$ cat config.mk
export PLATFORM = sky130hd
export DESIGN_NAME = mnist_test_sequencer_flat
export DESIGN_NICKNAME = d
export VERILOG_FILES = /design/src/rtl/mnist_test_sequencer_if.sv /design/src/rtl/mnist_test_sequencer.sv /design/src/flat_wrapper.sv
export SDC_FILE = /design/constraint.sdc
export NUM_CORES = 1
export LEC_CHECK = 0
export BUFFER_PORTS_ARGS = -buffer_cell sky130_fd_sc_hd__buf_2
export CAP_MARGIN = 25
export CORE_MARGIN = 4
export CORE_UTILIZATION = 40
export CTS_CLUSTER_DIAMETER = 60
export DETAILED_ROUTE_END_ITERATION = 8
export GPL_TIMING_DRIVEN = 0
export PLACE_DENSITY = 0.66
export SYNTH_ARGS = -nofsm -noshare
export SYNTH_HDL_FRONTEND = slang
export SYNTH_SLANG_ARGS = --single-unit
$ cat constraint.sdc
create_clock -name clk -period 2.5 [get_ports clk]
set_clock_uncertainty 0.1 [all_clocks]
set_input_delay 0.25 -clock clk [delete_from_list [all_inputs] [get_ports clk]]
set_output_delay 0.25 -clock clk [all_outputs]
set_load 0.02 [all_outputs]
$ cat src/rtl/mnist_test_sequencer_if.sv
// Bundle of signals between the MNIST test sequencer and its surroundings:
// pattern ROM, inference core, control pulses and status/result outputs.
//   start, step             : control pulses into the sequencer
//   mem_addr / mem_data     : {image, byte} ROM address out, ROM data back (1-cycle latency)
//   core_data               : registered byte streamed to the inference core
//   core_index, core_value  : live core outputs
//   result_index/value/valid: latched core result and one-cycle latch pulse
//   expected_digit, image_idx, busy, pass, fail : test progress and verdict
// Modports: slave = sequencer side, master = system/testbench side.
interface mnist_test_sequencer_if #(
  parameter int IMAGE_COUNT     = 480,
  parameter int BYTES_PER_IMAGE = 32
) ();
  localparam int AW = $clog2(IMAGE_COUNT * BYTES_PER_IMAGE);
  localparam int IW = $clog2(IMAGE_COUNT);

  logic          start;
  logic          step;
  logic [AW-1:0] mem_addr;
  logic [7:0]    mem_data;
  logic [7:0]    core_data;
  logic [3:0]    core_index;
  logic [7:0]    core_value;
  logic [3:0]    result_index;
  logic [7:0]    result_value;
  logic          result_valid;
  logic [3:0]    expected_digit;
  logic [IW-1:0] image_idx;
  logic          busy;
  logic          pass;
  logic          fail;

  modport slave (
    input  start, step, mem_data, core_index, core_value,
    output mem_addr, core_data, result_index, result_value, result_valid,
           expected_digit, image_idx, busy, pass, fail
  );

  modport master (
    output start, step, mem_data, core_index, core_value,
    input  mem_addr, core_data, result_index, result_value, result_valid,
           expected_digit, image_idx, busy, pass, fail
  );
endinterface

$ cat src/rtl/mnist_test_sequencer.sv
// MNIST test sequencer: streams each stored test image from the pattern ROM
// to the inference core, latches the core's answer after a warm-up period,
// and on each step tick compares it with the expected digit (0..9 cycling).
// A mismatch stops the pass with fail; matching every image gives pass.
//   clk, rst : clock, asynchronous active-high reset
//   bus      : mnist_test_sequencer_if.slave (see interface for signal list)
module mnist_test_sequencer #(
  parameter int IMAGE_COUNT     = 480,
  parameter int BYTES_PER_IMAGE = 32,
  parameter int LATCH_OFFSET    = 1,
  parameter int WARMUP_FRAMES   = 2
) (
  input  logic                   clk,
  input  logic                   rst,
  mnist_test_sequencer_if.slave  bus
);
  localparam int BW = $clog2(BYTES_PER_IMAGE);
  localparam int IW = $clog2(IMAGE_COUNT);
  localparam int FW = $clog2(WARMUP_FRAMES + 1) + 1;

  typedef enum logic [2:0] {
    ST_IDLE,
    ST_STREAM,
    ST_HOLD,
    ST_DONE,
    ST_FAIL
  } state_t;

  state_t        state_q,     state_d;
  logic [BW-1:0] byte_cnt_q,  byte_cnt_d;
  logic [FW-1:0] frame_cnt_q, frame_cnt_d;
  logic [IW-1:0] image_idx_q, image_idx_d;
  logic [3:0]    digit_q,     digit_d;
  logic [7:0]    core_data_q, core_data_d;
  logic [3:0]    res_idx_q,   res_idx_d;
  logic [7:0]    res_val_q,   res_val_d;
  logic          res_vld_q,   res_vld_d;
  logic          pass_q,      pass_d;
  logic          fail_q,      fail_d;

  always_ff @(posedge clk or posedge rst) begin
    if (rst) begin
      state_q     <= ST_IDLE;
      byte_cnt_q  <= '0;
      frame_cnt_q <= '0;
      image_idx_q <= '0;
      digit_q     <= '0;
      core_data_q <= '0;
      res_idx_q   <= '0;
      res_val_q   <= '0;
      res_vld_q   <= 1'b0;
      pass_q      <= 1'b0;
      fail_q      <= 1'b0;
    end else begin
      state_q     <= state_d;
      byte_cnt_q  <= byte_cnt_d;
      frame_cnt_q <= frame_cnt_d;
      image_idx_q <= image_idx_d;
      digit_q     <= digit_d;
      core_data_q <= core_data_d;
      res_idx_q   <= res_idx_d;
      res_val_q   <= res_val_d;
      res_vld_q   <= res_vld_d;
      pass_q      <= pass_d;
      fail_q      <= fail_d;
    end
  end

  always_comb begin
    state_d     = state_q;
    // byte counter free-runs in every state so frame alignment never shifts
    byte_cnt_d  = byte_cnt_q + 1'b1;
    frame_cnt_d = frame_cnt_q;
    image_idx_d = image_idx_q;
    digit_d     = digit_q;
    core_data_d = bus.mem_data;
    res_idx_d   = res_idx_q;
    res_val_d   = res_val_q;
    res_vld_d   = 1'b0;
    pass_d      = pass_q;
    fail_d      = fail_q;

    unique case (state_q)
      ST_IDLE, ST_DONE, ST_FAIL: begin
        if (bus.start) begin
          state_d     = ST_STREAM;
          image_idx_d = '0;
          digit_d     = '0;
          frame_cnt_d = '0;
          pass_d      = 1'b0;
          fail_d      = 1'b0;
        end
      end
      ST_STREAM: begin
        if (frame_cnt_q == FW'(WARMUP_FRAMES) && byte_cnt_q == BW'(LATCH_OFFSET)) begin
          res_idx_d = bus.core_index;
          res_val_d = bus.core_value;
          res_vld_d = 1'b1;
          state_d   = ST_HOLD;
        end else if (byte_cnt_q == '1) begin
          frame_cnt_d = frame_cnt_q + 1'b1;
        end
      end
      ST_HOLD: begin
        if (bus.step) begin
          if (res_idx_q != digit_q) begin
            state_d = ST_FAIL;
            fail_d  = 1'b1;
          end else if (image_idx_q == IW'(IMAGE_COUNT - 1)) begin
            state_d     = ST_DONE;
            pass_d      = 1'b1;
            image_idx_d = '0;
            digit_d     = '0;
          end else begin
            state_d     = ST_STREAM;
            image_idx_d = image_idx_q + 1'b1;
            digit_d     = (digit_q == 4'd9) ? 4'd0 : digit_q + 4'd1;
            frame_cnt_d = '0;
          end
        end
      end
      default: state_d = ST_IDLE;
    endcase
  end

  assign bus.mem_addr       = {image_idx_q, byte_cnt_q};
  assign bus.core_data      = core_data_q;
  assign bus.result_index   = res_idx_q;
  assign bus.result_value   = res_val_q;
  assign bus.result_valid   = res_vld_q;
  assign bus.expected_digit = digit_q;
  assign bus.image_idx      = image_idx_q;
  assign bus.busy           = (state_q == ST_STREAM) || (state_q == ST_HOLD);
  assign bus.pass           = pass_q;
  assign bus.fail           = fail_q;
endmodule

$ cat src/flat_wrapper.sv
// flat-port wrapper written by rule: the top's interface ports become plain ports
module mnist_test_sequencer_flat 
#(
  parameter int IMAGE_COUNT     = 480,
  parameter int BYTES_PER_IMAGE = 32,
  parameter int LATCH_OFFSET    = 1,
  parameter int WARMUP_FRAMES   = 2
)
  (clk, rst, bus_start, bus_step, bus_mem_data, bus_core_index, bus_core_value, bus_mem_addr, bus_core_data, bus_result_index, bus_result_value, bus_result_valid, bus_expected_digit, bus_image_idx, bus_busy, bus_pass, bus_fail);
  mnist_test_sequencer_if #(.IMAGE_COUNT(IMAGE_COUNT), .BYTES_PER_IMAGE(BYTES_PER_IMAGE)) bus_i ();
  input  logic clk;
  input  logic rst;
  input wire logic [$bits(bus_i.start)-1:0] bus_start;
  input wire logic [$bits(bus_i.step)-1:0] bus_step;
  input wire logic [$bits(bus_i.mem_data)-1:0] bus_mem_data;
  input wire logic [$bits(bus_i.core_index)-1:0] bus_core_index;
  input wire logic [$bits(bus_i.core_value)-1:0] bus_core_value;
  output wire logic [$bits(bus_i.mem_addr)-1:0] bus_mem_addr;
  output wire logic [$bits(bus_i.core_data)-1:0] bus_core_data;
  output wire logic [$bits(bus_i.result_index)-1:0] bus_result_index;
  output wire logic [$bits(bus_i.result_value)-1:0] bus_result_value;
  output wire logic [$bits(bus_i.result_valid)-1:0] bus_result_valid;
  output wire logic [$bits(bus_i.expected_digit)-1:0] bus_expected_digit;
  output wire logic [$bits(bus_i.image_idx)-1:0] bus_image_idx;
  output wire logic [$bits(bus_i.busy)-1:0] bus_busy;
  output wire logic [$bits(bus_i.pass)-1:0] bus_pass;
  output wire logic [$bits(bus_i.fail)-1:0] bus_fail;
  assign bus_i.start = bus_start;
  assign bus_i.step = bus_step;
  assign bus_i.mem_data = bus_mem_data;
  assign bus_i.core_index = bus_core_index;
  assign bus_i.core_value = bus_core_value;
  assign bus_mem_addr = bus_i.mem_addr;
  assign bus_core_data = bus_i.core_data;
  assign bus_result_index = bus_i.result_index;
  assign bus_result_value = bus_i.result_value;
  assign bus_result_valid = bus_i.result_valid;
  assign bus_expected_digit = bus_i.expected_digit;
  assign bus_image_idx = bus_i.image_idx;
  assign bus_busy = bus_i.busy;
  assign bus_pass = bus_i.pass;
  assign bus_fail = bus_i.fail;
  mnist_test_sequencer #(.IMAGE_COUNT(IMAGE_COUNT), .BYTES_PER_IMAGE(BYTES_PER_IMAGE), .LATCH_OFFSET(LATCH_OFFSET), .WARMUP_FRAMES(WARMUP_FRAMES)) u_core (.clk(clk), .rst(rst), .bus(bus_i));
endmodule
Yosys cells after proc, flatten, opt, wreduce, memory -nomap -nowiden
Index checks and enable logic that the tools add are counted.
{"block": "classes", "addsub": 4, "eq_ne": 19, "muxes": 34, "reduce_logical": 12}
{"cell": "$mux 9", "n": 4}
{"cell": "$mux 3", "n": 10}
{"cell": "$mux 4", "n": 5}
{"cell": "$pmux 3 s3", "n": 2}
{"cell": "$pmux 9 s2", "n": 1}
{"cell": "$ne 2x2->1 const B", "n": 5}
{"cell": "$add 9x1->9 const B", "n": 1}
{"cell": "$eq 3x2->1 const B", "n": 3}
{"cell": "$eq 9x9->1 const B", "n": 1}
{"cell": "$mux 1", "n": 8}
{"cell": "$ne 2x1->1 const B", "n": 4}
{"cell": "$pmux 4 s2", "n": 1}
{"cell": "$reduce_and 4->1", "n": 2}
{"cell": "$reduce_and 7->1", "n": 1}
{"cell": "$add 5x1->5 const B", "n": 1}
{"cell": "$eq 5x1->1 const B", "n": 1}
{"cell": "$eq 5x5->1 const B", "n": 1}
{"cell": "$reduce_and 5->1", "n": 1}
{"cell": "$add 4x1->4 const B", "n": 1}
{"cell": "$eq 4x4->1 const B", "n": 1}
{"cell": "$ne 4x4->1", "n": 1}
{"cell": "$pmux 1 s2", "n": 2}
{"cell": "$add 3x1->3 const B", "n": 1}
{"cell": "$eq 3x1->1 const B", "n": 1}
{"cell": "10 further kinds", "n": 10}
{"block": "totals", "regBits": 47, "in_bits": 24, "elab_cells": 80}

Depth between registers and ports, before layout
Gate-level depths: netlist of the first run.
{"block": "depth", "ltp_word": 6, "mapped_depth": 8}

Worst setup path after synthesis of the first run
No wires, ideal clock.
{"block": "synth_path", "path_type": "flip-flop to flip-flop", "start": "register u_core.byte_cnt_q[0]", "end": "register u_core.frame_cnt_q[1]", "arrival_time_ps": 1860, "slack_ps": 415, "path_stages_with_launch": 7, "n_path_buf": 0, "synth_period_minus_slack_ps": 2085, "cell_sequence": "dfrtp_1 ha_1 and3_2 ha_1 a311o_1 and3_4 mux2_4"}
{"block": "synth_between", "elab_chain_len": 4, "word_cells_on_any_way": 6}
{"item": "from (decl)", "line": "mnist_test_sequencer.sv:30", "text": "logic [BW-1:0] byte_cnt_q, byte_cnt_d;"}
{"item": "from (signal assigned)", "line": "mnist_test_sequencer.sv:56", "text": "byte_cnt_q <= byte_cnt_d;"}
{"item": "$eq 5x1->1", "line": "mnist_test_sequencer.sv:95", "text": "if (frame_cnt_q == FW'(WARMUP_FRAMES) && byte_cnt_q == BW'(LATCH_OFFSET)) begin"}
{"item": "$logic_and 1x1->1", "line": "mnist_test_sequencer.sv:95"}
{"item": "$ne 2x2->1 (no line)"}
{"item": "$reduce_and 7->1 (no line) *"}
{"item": "to (signal assigned)", "line": "mnist_test_sequencer.sv:57", "text": "frame_cnt_q <= frame_cnt_d;"}
{"item": "to (decl)", "line": "mnist_test_sequencer.sv:31", "text": "logic [FW-1:0] frame_cnt_q, frame_cnt_d;"}
Every way passes the cells marked *; elsewhere a longest branch is shown, timed or not.
A chain may end at the register's enable or synchronous reset.

Worst setup path after layout of the first run
{"block": "layout_path", "start": "register u_core.frame_cnt_q[0]", "end": "register u_core.frame_cnt_q[1]"}
{"block": "layout_between", "elab_chain_len": 4, "word_cells_on_any_way": 8}
{"item": "$add 3x1->3 or $eq 3x2->1 (tied branches)", "line": "mnist_test_sequencer.sv:101, mnist_test_sequencer.sv:95"}
{"item": "$mux 3 or $logic_and 1x1->1 (tied branches)", "line": "mnist_test_sequencer.sv:100, mnist_test_sequencer.sv:95"}
{"item": "$mux 3 or $ne 2x2->1 (tied branches)"}
{"item": "$pmux 3 s3 or $reduce_and 7->1 (tied branches)"}
Several ways; a longest one is shown, not always the timed one. The select of a mux whose other input is x is not followed.

==> impl_metrics.csv, run 1 <==
group,metric,value,unit
power_and_ir_drop,switching_share,30.3,%
layout,fillCellCount,476,
synthesis,avgSynthCellArea,11.3,µm²
synthesis,syn_nets,230,
power_and_ir_drop,p_seq_share,44.8,%
clock_network,h-tree-depth,2,
floorplanning,die_w,82.8,µm
hold_path,worstHoldPathType,"in -> reg",
floorplanning,core,0.00527,mm²
power_and_ir_drop,p_sw,0.620,mW
global_routing,grt_max_degree,35,
synthesis,synth_top_flop_cell,"dfrtp_1",
detailed_routing,route.vias.total,1774,
worst_setup_path,critical_path_arrival,2.20,ns
detailed_routing,post-route-drc-count,0,
clock_network,numCtsBuffers,5,
worst_setup_path,critPathCaptureType,"flip-flop",
synthesis,synth_top_cell_area_share,52.5,%
timing,fmax,0.473,GHz
place,post-dp-hpwl,3.40,mm
worst_setup_path,worstSetupPathType,"reg -> reg",
floorplanning,rows,26,
detailed_routing,routed_wl,4.66,mm
power_and_ir_drop,power.leakage,1.48,nW
synthesis,synth_common_cells,"dfrtp_1, o21ai_0, inv_1, nand3_1",
global_routing,antenna_found_initial,0,
floorplanning,io_pins,75,
timing,rsz0062_at_grt,"false",
synthesis,ys_seq_elements,47,
clock_network,cts.path.max_buffers,2,
floorplanning,initial_core_util,42.5,%
floorplanning,fp.dieArea,0.00686,mm²
layout,antenna_cells,0,
detailed_routing,viasPerCell,4.93,
detailed_routing,drt_iter0_drc,86,
detailed_routing,wl_per_cell,12.9,µm
synthesis,ys_seq_area_share,52.5,%
floorplanning,die_y,82.8,µm
global_routing,grt_first_pass_wirelength,8.23,mm
layout,fin_area,0.00293,mm²
worst_setup_path,critPathRequiredTime,2.59,ns
worst_setup_path,critPathMaxFanout,4,
power_and_ir_drop,power_frac_clock,28.5,%
timing,setup-violations-final,0,
global_routing,overflow,0,
layout,final_nets,321,
synthesis,yosys_warnings,0,
layout,syn2layout_area_growth,30.6,%
timing,fin_hold_ws,0.0790,ns
detailed_routing,ant_nets,0,
place,io_buffer_count,74,
layout,drive_above_1_share,41.4,%
clock_network,cts_tree,"built",
place,placedInstanceArea,0.00272,mm²
place,dp.cells,343,
synthesis,synth_area_leader_cell,"dfrtp_1",
outcome,run_status,"finished, final reports clean",
synthesis,syn_area,0.00224,mm²
timing,tns,0,ns
worst_setup_path,critPathLaunchType,"flip-flop",
power_and_ir_drop,internal-power,1.43,mW
global_routing,grt_pass1_vias,1823,
job,max_cap_violations,0,
clock_network,worstSkewPairLatency,0.30,ns
clock_network,root_buffer,"clkbuf_8",
clock_network,clk_pin_slew,0.10,ns
synthesis,synth_cells,198,
timing,worstMarginPinSlew,0.511,ns
layout,final_cells,360,
timing,fin_crit,2.12,ns
power_and_ir_drop,p_comb_share,26.7,%
global_routing,grt.total_usage,14.2,%
power_and_ir_drop,peakVddDrop,0.000382,V
synthesis,yosys-top-cells-area,"dfrtp_1, mux2_2, ha_1",
synthesis,synth-edff-count,0,
synthesis,yosysMostFrequentCell,"dfrtp_1",
timing,slew_headroom,65.8,%
synthesis,async_reset_ff_share,100,%
power_and_ir_drop,p_per_area,700,mW/mm²
layout,final_core_util,55.5,%
timing,fin_crit_sh,84.6,%
synthesis,ys_types,46,
timing,slew_violations,0,
place,routabilityCongestion,0.867,
timing,hold_viol,0,
clock_network,cts_sinks,47,
detailed_routing,drt-pass1-iter-count,4,
==> metal layers <==
layer,global-route usage [%],vias up,routed length [µm]
met3,4.46,4,380
met1,18.8,838,2150
met4,4.75,0,26
met2,22.2,65,2100
li1,-,867,-
met5,0,-,0
==> cell usage in the layout, fill, tap and decap left out, types with 2 or more instances in the layout <==
| master | instances |
|---|---|
| o21ai_0 | 16 |
| mux2_2 | 11 |
| buf_4 | 9 |
| dfrtp_1 | 47 |
| inv_1 | 12 |
| ha_1 | 8 |
| mux2_4 | 3 |
| nand3b_1 | 2 |
| buf_2 | 76 |
| buf_6 | 2 |
| dlygate4sd3_1 | 9 |
| xnor2_1 | 5 |
| a21oi_1 | 3 |
| clkbuf_8 | 6 |
| nand2b_1 | 5 |
| nand2_1 | 8 |
| o31ai_1 | 5 |
| or4_1 | 2 |
| nor2_1 | 11 |
| or2_2 | 2 |
| or3_1 | 2 |
| nor2b_1 | 4 |
| nand3_1 | 13 |
==> worst paths after layout <==
check | start | cells after the start | endpoint | slack [ns]
max | u_core.frame_cnt_q[0]$_DFFE_PP0P_ | 7 | u_core.frame_cnt_q[1]$_DFFE_PP0P_ | 0.38
min | bus_core_index[0] | 2 | u_core.bus.result_index[0]$_DFFE_PP0P_ | 0.08
max reg2reg | u_core.frame_cnt_q[0]$_DFFE_PP0P_ | 7 | u_core.frame_cnt_q[1]$_DFFE_PP0P_ | 0.38
min reg2reg | u_core.bus.result_value[5]$_DFFE_PP0P_ | 1 | u_core.bus.result_value[5]$_DFFE_PP0P_ | 0.41
max in group asynchronous | rst | 4 | u_core.bus.expected_digit[3]$_DFFE_PP0P_ | 1.46
min in group asynchronous | rst | 3 | u_core.state_q[0]$_DFFE_PP0P_ | 0.35
==> state kept, by name, summed over array words and instances (netlist names) <==
signal / flops
u_core.bus.image_idx: 9
u_core.bus.core_data: 8
u_core.bus.result_value: 8
u_core.byte_cnt_q: 5
u_core.bus.expected_digit: 4
u_core.bus.result_index: 4
u_core.frame_cnt_q: 3
u_core.state_q: 3
u_core.bus.fail: 1
u_core.bus.pass: 1
u_core.bus.result_valid: 1
==> power by group through the flow <==
stage               logic [mW]  registers, mW  clock network (mW)
finish                   0.547          0.918               0.584
global route             0.601          0.935               0.627
CTS                      0.555          0.921               0.601
detailed placement       0.542          0.933                   0
global placement         0.527          0.928                   0
floorplan                0.296           1.01                   0
==> metrics by stage <==
| stage | worst slack, ns | total power [mW] |
|---|---|---|
| 2_1_floorplan | 0.415 | 1.30 |
| 3_3_place_gp | 0.372 | 1.46 |
| 3_5_place_dp | 0.411 | 1.48 |
| 4_1_cts | 0.371 | 2.08 |
| 5_1_grt | 0.135 | 2.16 |
| 6_report | 0.384 | 2.05 |
==> critical path, stage by stage, from the launching register on <==
cell and delay [ns]:
dfrtp_1 0.40, inv_1 0.10, ha_1 0.15, nor4b_2 0.18
nand3b_1 0.17, a311o_1 0.42, and3_4 0.18, mux2_4 0.29
==> cell families (layout without fill, tap and decap cells) <==
logic type	after synthesis	count (layout)	synth area share, %
AOI/OAI and AO/OA	37	37	10.8
DFF	47	47	52.5
xor gates and xnor gates	6	6	2.35
and+or+nand+nor	59	59	15.3
adders and majority gates	8	8	4.47
muxes	15	15	7.99
buffers and inverters	26	118	6.65
==> layout make-up <==
type	instances	area [µm²]	share of cell area, %
clock buffers	6	82.6	2.82
clock inverters	2	35.0	1.20
repair buffers	84	480	16.4
inverters	13	48.8	1.67
flip-flops and latches	47	1180	40.2
plain buffers	13	100	3.42
multi-input cells	125	915	31.3
well taps	70	87.6	2.99
==> what timing repair did <==
action,in CTS,in global routing
gates resized for setup,0,0
setup buffers,0,0
endpoints found under the hold margin,21,0
hold buffers,9,0
(Power assumes the default switching activity.)
==> inputs of run 2 (changes only) <==
--- a/config.mk
+++ b/config.mk
@@ -12,7 +12,7 @@
 export CTS_CLUSTER_DIAMETER = 60
 export DETAILED_ROUTE_END_ITERATION = 8
 export GPL_TIMING_DRIVEN = 0
-export PLACE_DENSITY = 0.66
+export PLACE_DENSITY = 0.68
 export SYNTH_ARGS = -nofsm -noshare
 export SYNTH_HDL_FRONTEND = slang
 export SYNTH_SLANG_ARGS = --single-unit
==> constraint.sdc (replaced) <==
create_clock -name clk -period 1.7 [get_ports clk]
set_clock_uncertainty 0.1 [all_clocks]
set_input_delay 0.17 -clock clk [delete_from_list [all_inputs] [get_ports clk]]
set_output_delay 0.17 -clock clk [all_outputs]
set_load 0.02 [all_outputs]
==> run 2 against run 1 <==
The run now ends with negative setup slack left. Combinational power increased by 96%. Utilization increased by 11 points. Highest routed layer unchanged. Wire length increased by 29%. Worst hold slack got worse by 0.071 ns. Critical path type unchanged. Clock power increased by 48%. Sequential power increased by 49%. Critical endpoint unchanged.
==> impl_metrics.csv, run 2 (synthesis gave the netlist of run 1 again) <==
group,metric,value,unit
place,io_buffer_count,74,
clock_network,cts_sinks,47,
timing,rsz0062_at_grt,"true",
power_and_ir_drop,power.leakage,1.71,nW
worst_setup_path,crit_chain,"inv_2, ha_4, nor4b_4, nand3b_1, a311o_1, and3_4, mux2_4",
power_and_ir_drop,peakVddDrop,0.000717,V
power_and_ir_drop,power,3.30,mW
layout,largest_reg_flops,9,
worst_setup_path,slowest_delay,0.41,ns
timing,hold_viol,0,
place,placedInstanceArea,0.00282,mm²
power_and_ir_drop,p_per_area,946,mW/mm²
clock_network,cts_tree,"built",
floorplanning,rows,26,
detailed_routing,drt-pass1-iter-count,4,
timing,slew_violations,0,
layout,fillCellCount,420,
clock_network,numCtsBuffers,5,
detailed_routing,post-route-drc-count,0,
layout,final_common_cell,"buf_2",
worst_setup_path,critical_path_arrival,2.08,ns
floorplanning,die_w,82.8,µm
timing,fmax,0.504,GHz
outcome,violations,"negative setup slack",
timing,fin_hold_ws,0.00818,ns
layout,final_nets,362,
detailed_routing,routed_wl,5.99,mm
floorplanning,io_pins,75,
place,post-dp-hpwl,3.54,mm
clock_network,worstSkewPairLatency,0.30,ns
layout,regArea,0.00120,mm²
clock_network,clk_pin_slew,0.09,ns
timing,tns,-3.19,ns
layout,final_core_util,66.2,%
job,max_cap_violations,0,
global_routing,grt.total_usage,16.9,%
layout,multi_input_area,0.00109,mm²
global_routing,overflow,0,
detailed_routing,drt_iter0_drc,98,
floorplanning,fp.dieArea,0.00686,mm²
global_routing,grt_first_pass_wirelength,9.56,mm
worst_setup_path,worstSetupPathType,"reg -> reg",
global_routing,antenna_found_initial,0,
timing,slew_headroom,77.3,%
detailed_routing,viasPerCell,4.96,
clock_network,cts.path.max_buffers,2,
hold_path,worstHoldPathType,"in -> reg",
worst_setup_path,critPathRequiredTime,1.79,ns
place,routabilityCongestion,0.767,
detailed_routing,ant_nets,0,
layout,fin_area,0.00349,mm²
floorplanning,die_y,82.8,µm
timing,setup-violations-final,23,
timing,layout_setup_ws,-0.282,ns
layout,layout_common_cells,"buf_2, buf_4, dfrtp_1",
timing,fin_crit,1.98,ns
floorplanning,initial_core_util,42.5,%
worst_setup_path,cp_slowest_cell,"dfrtp_1",
worst_setup_path,critPathLaunchType,"flip-flop",
outcome,run_status,"finished with violations",
floorplanning,core,0.00527,mm²
worst_setup_path,critPathCaptureType,"flip-flop",
global_routing,grt_pass1_vias,2025,
worst_setup_path,critPathMaxFanout,3,
clock_network,h-tree-depth,2,
timing,worstMarginPinSlew,0.339,ns
layout,drive_above_1_share,58.3,%
detailed_routing,wl_per_cell,14.9,µm
detailed_routing,route.vias.total,1990,
layout,syn2layout_area_growth,55.8,%
layout,antenna_cells,0,
clock_network,root_buffer,"clkbuf_8",
global_routing,grt_max_degree,38,
timing,fin_crit_sh,117,%
==> run 2: cell types whose count changed in the layout (fill, tap and decap cells not counted), sizes merged <==
cell,before,now
buf,88,119
dlygate4sd3,9,18
clkbuf,6,7
==> run 2: worst max-delay path: cells and delay by family (launching register included) <==
family,cells,cell delay (ns)
mux,1,0.29
buf+inv,1,0.10
simple gates,3,0.52
compound gates,1,0.33
flops,1,0.41
fa+ha+maj,1,0.13
==> run 2: report_power, final <==
part           internal, mW  leakage [nW]  total (mW)  switching [mW]
registers              1.26         0.562        1.37           0.105
logic                 0.534          1.08        1.07           0.533
clock network         0.476        0.0612       0.864           0.387
total                  2.27          1.71        3.30            1.02
==> run 2: per-stage QoR <==
step | setup WS (ns) | instances
5_1_grt | -0.341 | 401
4_1_cts | -0.256 | 394
6_report | -0.282 | 401
3_5_place_dp | -0.365 | 343
3_3_place_gp | -0.455 | 342
2_1_floorplan | -0.213 | 198
==> run 2: path summary, 6_finish.rpt <==
| path | start | endpoint | slack, ns | depth (start not counted) |
|---|---|---|---|---|
| worst max-delay path | u_core.frame_cnt_q[0]$_DFFE_PP0P_ | u_core.frame_cnt_q[1]$_DFFE_PP0P_ | -0.28 | 7 |
| worst min-delay path | bus_core_value[3] | u_core.bus.result_value[3]$_DFFE_PP0P_ | 0.008 | 2 |
| worst max register to register | u_core.frame_cnt_q[0]$_DFFE_PP0P_ | u_core.frame_cnt_q[1]$_DFFE_PP0P_ | -0.28 | 7 |
| worst min register to register | u_core.bus.result_value[2]$_DFFE_PP0P_ | u_core.bus.result_value[2]$_DFFE_PP0P_ | 0.41 | 1 |
| max in group asynchronous | rst | u_core.bus.expected_digit[0]$_DFFE_PP0P_ | 0.74 | 4 |
| min in group asynchronous | rst | u_core.bus.core_data[4]$_DFF_PP0_ | 0.26 | 3 |
==> run 2: what timing repair did <==
item / 4_1_cts / 5_1_grt
endpoints found under the setup margin: 30 / 32
setup buffers: 28 / 4
hold endpoints to repair: 62 / 2
pin swaps: 7 / 4
hold buffers: 16 / 2
resized for setup: 19 / 14
gates cloned: 0 / 1
==> run 2: routing by layer <==
layer / track usage [%] / share of wire, %
met4: 6.09 / 2.3
met3: 6.93 / 8.4
met2: 26.6 / 47
met5: 0 / 0
met1: 21.0 / 42
==> run 2: cell type report <==
type / instances / area share (%)
Multi-Input combinational cell: 125 / 31.2
Tap cell: 70 / 2.51
Buffer: 12 / 2.91
Timing Repair Buffer: 126 / 24.2
Sequential cell: 47 / 34.4
Clock inverter: 2 / 1.00
Clock buffer: 6 / 2.37
Inverter: 13 / 1.40
==> inputs of run 3 (changes only) <==
--- a/config.mk
+++ b/config.mk
@@ -12,6 +12,7 @@
 export CTS_CLUSTER_DIAMETER = 60
 export DETAILED_ROUTE_END_ITERATION = 8
 export GPL_TIMING_DRIVEN = 0
+export MAX_ROUTING_LAYER = met4
 export PLACE_DENSITY = 0.68
 export SYNTH_ARGS = -nofsm -noshare
 export SYNTH_HDL_FRONTEND = slang
==> run 3 against run 2 <==
The run still ends with negative setup slack left. Final cell count unchanged. Fmax is essentially flat. Setup slack about the same. Clock-buffer cell count stayed put. Global-route usage grew 0.46 points. Largest cell class unchanged. Highest routed layer unchanged.
==> impl_metrics.csv, run 3 (synthesis gave the netlist of run 1 again) <==
group,metric,value,unit
outcome,run_status,"finished with violations",
outcome,violations,"negative setup slack",
timing,slew_violations,0,
floorplanning,rows,26,
detailed_routing,drt_iter0_drc,98,
power_and_ir_drop,power,3.30,mW
worst_setup_path,critical_path_arrival,2.08,ns
global_routing,overflow,0,
clock_network,clk_pin_slew,0.09,ns
worst_setup_path,r2r_cells,7,
global_routing,grt_first_pass_wirelength,9.52,mm
worst_setup_path,slowest_delay,0.41,ns
hold_path,worstHoldPathType,"in -> reg",
global_routing,grt.total_usage,17.4,%
detailed_routing,route.vias.total,1994,
clock_network,numCtsBuffers,5,
worst_setup_path,worstSetupPathType,"reg -> reg",
clock_network,root_buffer,"clkbuf_8",
layout,drive_above_1_share,58.3,%
detailed_routing,viasPerCell,4.97,
floorplanning,fp.dieArea,0.00686,mm²
timing,worstMarginPinSlew,0.339,ns
detailed_routing,ant_nets,0,
timing,fin_crit,1.98,ns
place,io_buffer_count,74,
timing,fmax,0.504,GHz
detailed_routing,routed_wl,5.99,mm
worst_setup_path,cp_slowest_cell,"dfrtp_1",
detailed_routing,post-route-drc-count,0,
power_and_ir_drop,power.leakage,1.71,nW
worst_setup_path,critPathMaxFanout,3,
floorplanning,die_w,82.8,µm
timing,hold_viol,0,
power_and_ir_drop,p_per_area,946,mW/mm²
timing,rsz0062_at_grt,"true",
worst_setup_path,critPathCaptureType,"flip-flop",
timing,layout_setup_ws,-0.282,ns
layout,final_cells,401,
layout,antenna_cells,0,
place,dp.cells,343,
clock_network,cts_sinks,47,
floorplanning,initial_core_util,42.5,%
hold_path,hold_depth,2,
clock_network,cts.path.max_buffers,2,
clock_network,cts_tree,"built",
layout,final_common_cell,"buf_2",
place,post-dp-hpwl,3.54,mm
job,max_cap_violations,0,
global_routing,met3_usage,5.45,%
floorplanning,core,0.00527,mm²
global_routing,antenna_found_initial,0,
worst_setup_path,critPathLaunchType,"flip-flop",
detailed_routing,drt-pass1-iter-count,4,
global_routing,grt_pass1_vias,2038,
layout,syn2layout_area_growth,55.8,%
layout,fillCellCount,420,
detailed_routing,wl_per_cell,14.9,µm
global_routing,grt_max_degree,38,
global_routing,grt.met1_usage,21.9,%
timing,slew_headroom,77.3,%
floorplanning,io_pins,75,
global_routing,grt.busiest_layer,"met2",
worst_setup_path,critPathRequiredTime,1.80,ns
timing,setup-violations-final,23,
place,routabilityCongestion,0.778,
floorplanning,die_y,82.8,µm
layout,final_nets,362,
power_and_ir_drop,peakVddDrop,0.000715,V
layout,largest_reg_flops,9,
worst_setup_path,crit_chain,"inv_2, ha_4, nor4b_4, nand3b_1, a311o_1, and3_4, mux2_4",
timing,fin_crit_sh,117,%
global_routing,grt_use_met2,26.5,%
clock_network,h-tree-depth,2,
clock_network,worstSkewPairLatency,0.30,ns
layout,layout_common_cells,"buf_2, buf_4, dfrtp_1",
## run 3: cell counts in the layout (fill, tap and decap cells not counted)
No cell type changed its count.
## run 3: what timing repair did
| action | 4_1_cts | 5_1_grt |
|---|---|---|
| pin swaps | 7 | 4 |
| resized for setup | 19 | 14 |
| hold buffers | 16 | 2 |
| setup endpoints to repair | 30 | 32 |
| setup buffers | 28 | 4 |
| gates cloned | 0 | 1 |
| endpoints found under the hold margin | 62 | 2 |
## run 3: where the power goes
part / internal, mW / leakage (nW) / switching (mW)
clock network: 0.476 / 0.0612 / 0.388
registers: 1.26 / 0.562 / 0.105
logic: 0.534 / 1.08 / 0.532
## run 3: layer usage
| layer | routed length [µm] | share of wire, % |
|---|---|---|
| met4 | 85 | 1.4 |
| met2 | 2890 | 48 |
| met3 | 416 | 6.9 |
| met1 | 2600 | 43 |
| met5 | 0 | 0 |
## run 3: worst max-delay path: cells and delay by family (launching register included)
family	cells	cell delay, ns
flops	1	0.41
fa+ha+maj	1	0.13
simple gates	3	0.52
compound gates	1	0.33
buf+inv	1	0.10
mux	1	0.29
## run 3: final timing paths
check	from	end	slack, ns
setup / recovery	u_core.frame_cnt_q[0]$_DFFE_PP0P_	u_core.frame_cnt_q[1]$_DFFE_PP0P_	-0.28
hold / removal	bus_core_value[3]	u_core.bus.result_value[3]$_DFFE_PP0P_	0.008
setup reg to reg	u_core.frame_cnt_q[0]$_DFFE_PP0P_	u_core.frame_cnt_q[1]$_DFFE_PP0P_	-0.28
hold reg to reg	u_core.bus.result_value[2]$_DFFE_PP0P_	u_core.bus.result_value[2]$_DFFE_PP0P_	0.41
max in group asynchronous	rst	u_core.bus.expected_digit[0]$_DFFE_PP0P_	0.74
min in group asynchronous	rst	u_core.byte_cnt_q[2]$_DFF_PP0_	0.26
## run 3: cell type report
cell class	instances	area, µm²	share of cell area [%]
buffer	12	101	2.91
clock buffer	6	82.6	2.37
clock inverter	2	35.0	1.00
inverter	13	48.8	1.40
multi-input combinational	125	1090	31.2
sequential	47	1200	34.4
tap	70	87.6	2.51
timing repair buffer	126	843	24.2
## run 3: per-stage QoR
| stage | instance area, µm² | setup slack, ns | utilization, % | setup TNS, ns | hold WS [ns] |
|---|---|---|---|---|---|
| final | 3490 | -0.282 | 66.2 | -3.20 | 0.00753 |
| after global routing | 3490 | -0.341 | 66.2 | -5.92 | 0.00186 |
| after floorplan | 2340 | -0.213 | - | -1.48 | 0.101 |
| after CTS | 3390 | -0.256 | 64.3 | -2.71 | 0.00265 |
| after global placement | 2800 | -0.455 | 53.1 | -22.51 | 0.177 |
| after detailed placement | 2820 | -0.365 | 53.5 | -6.45 | 0.0107 |
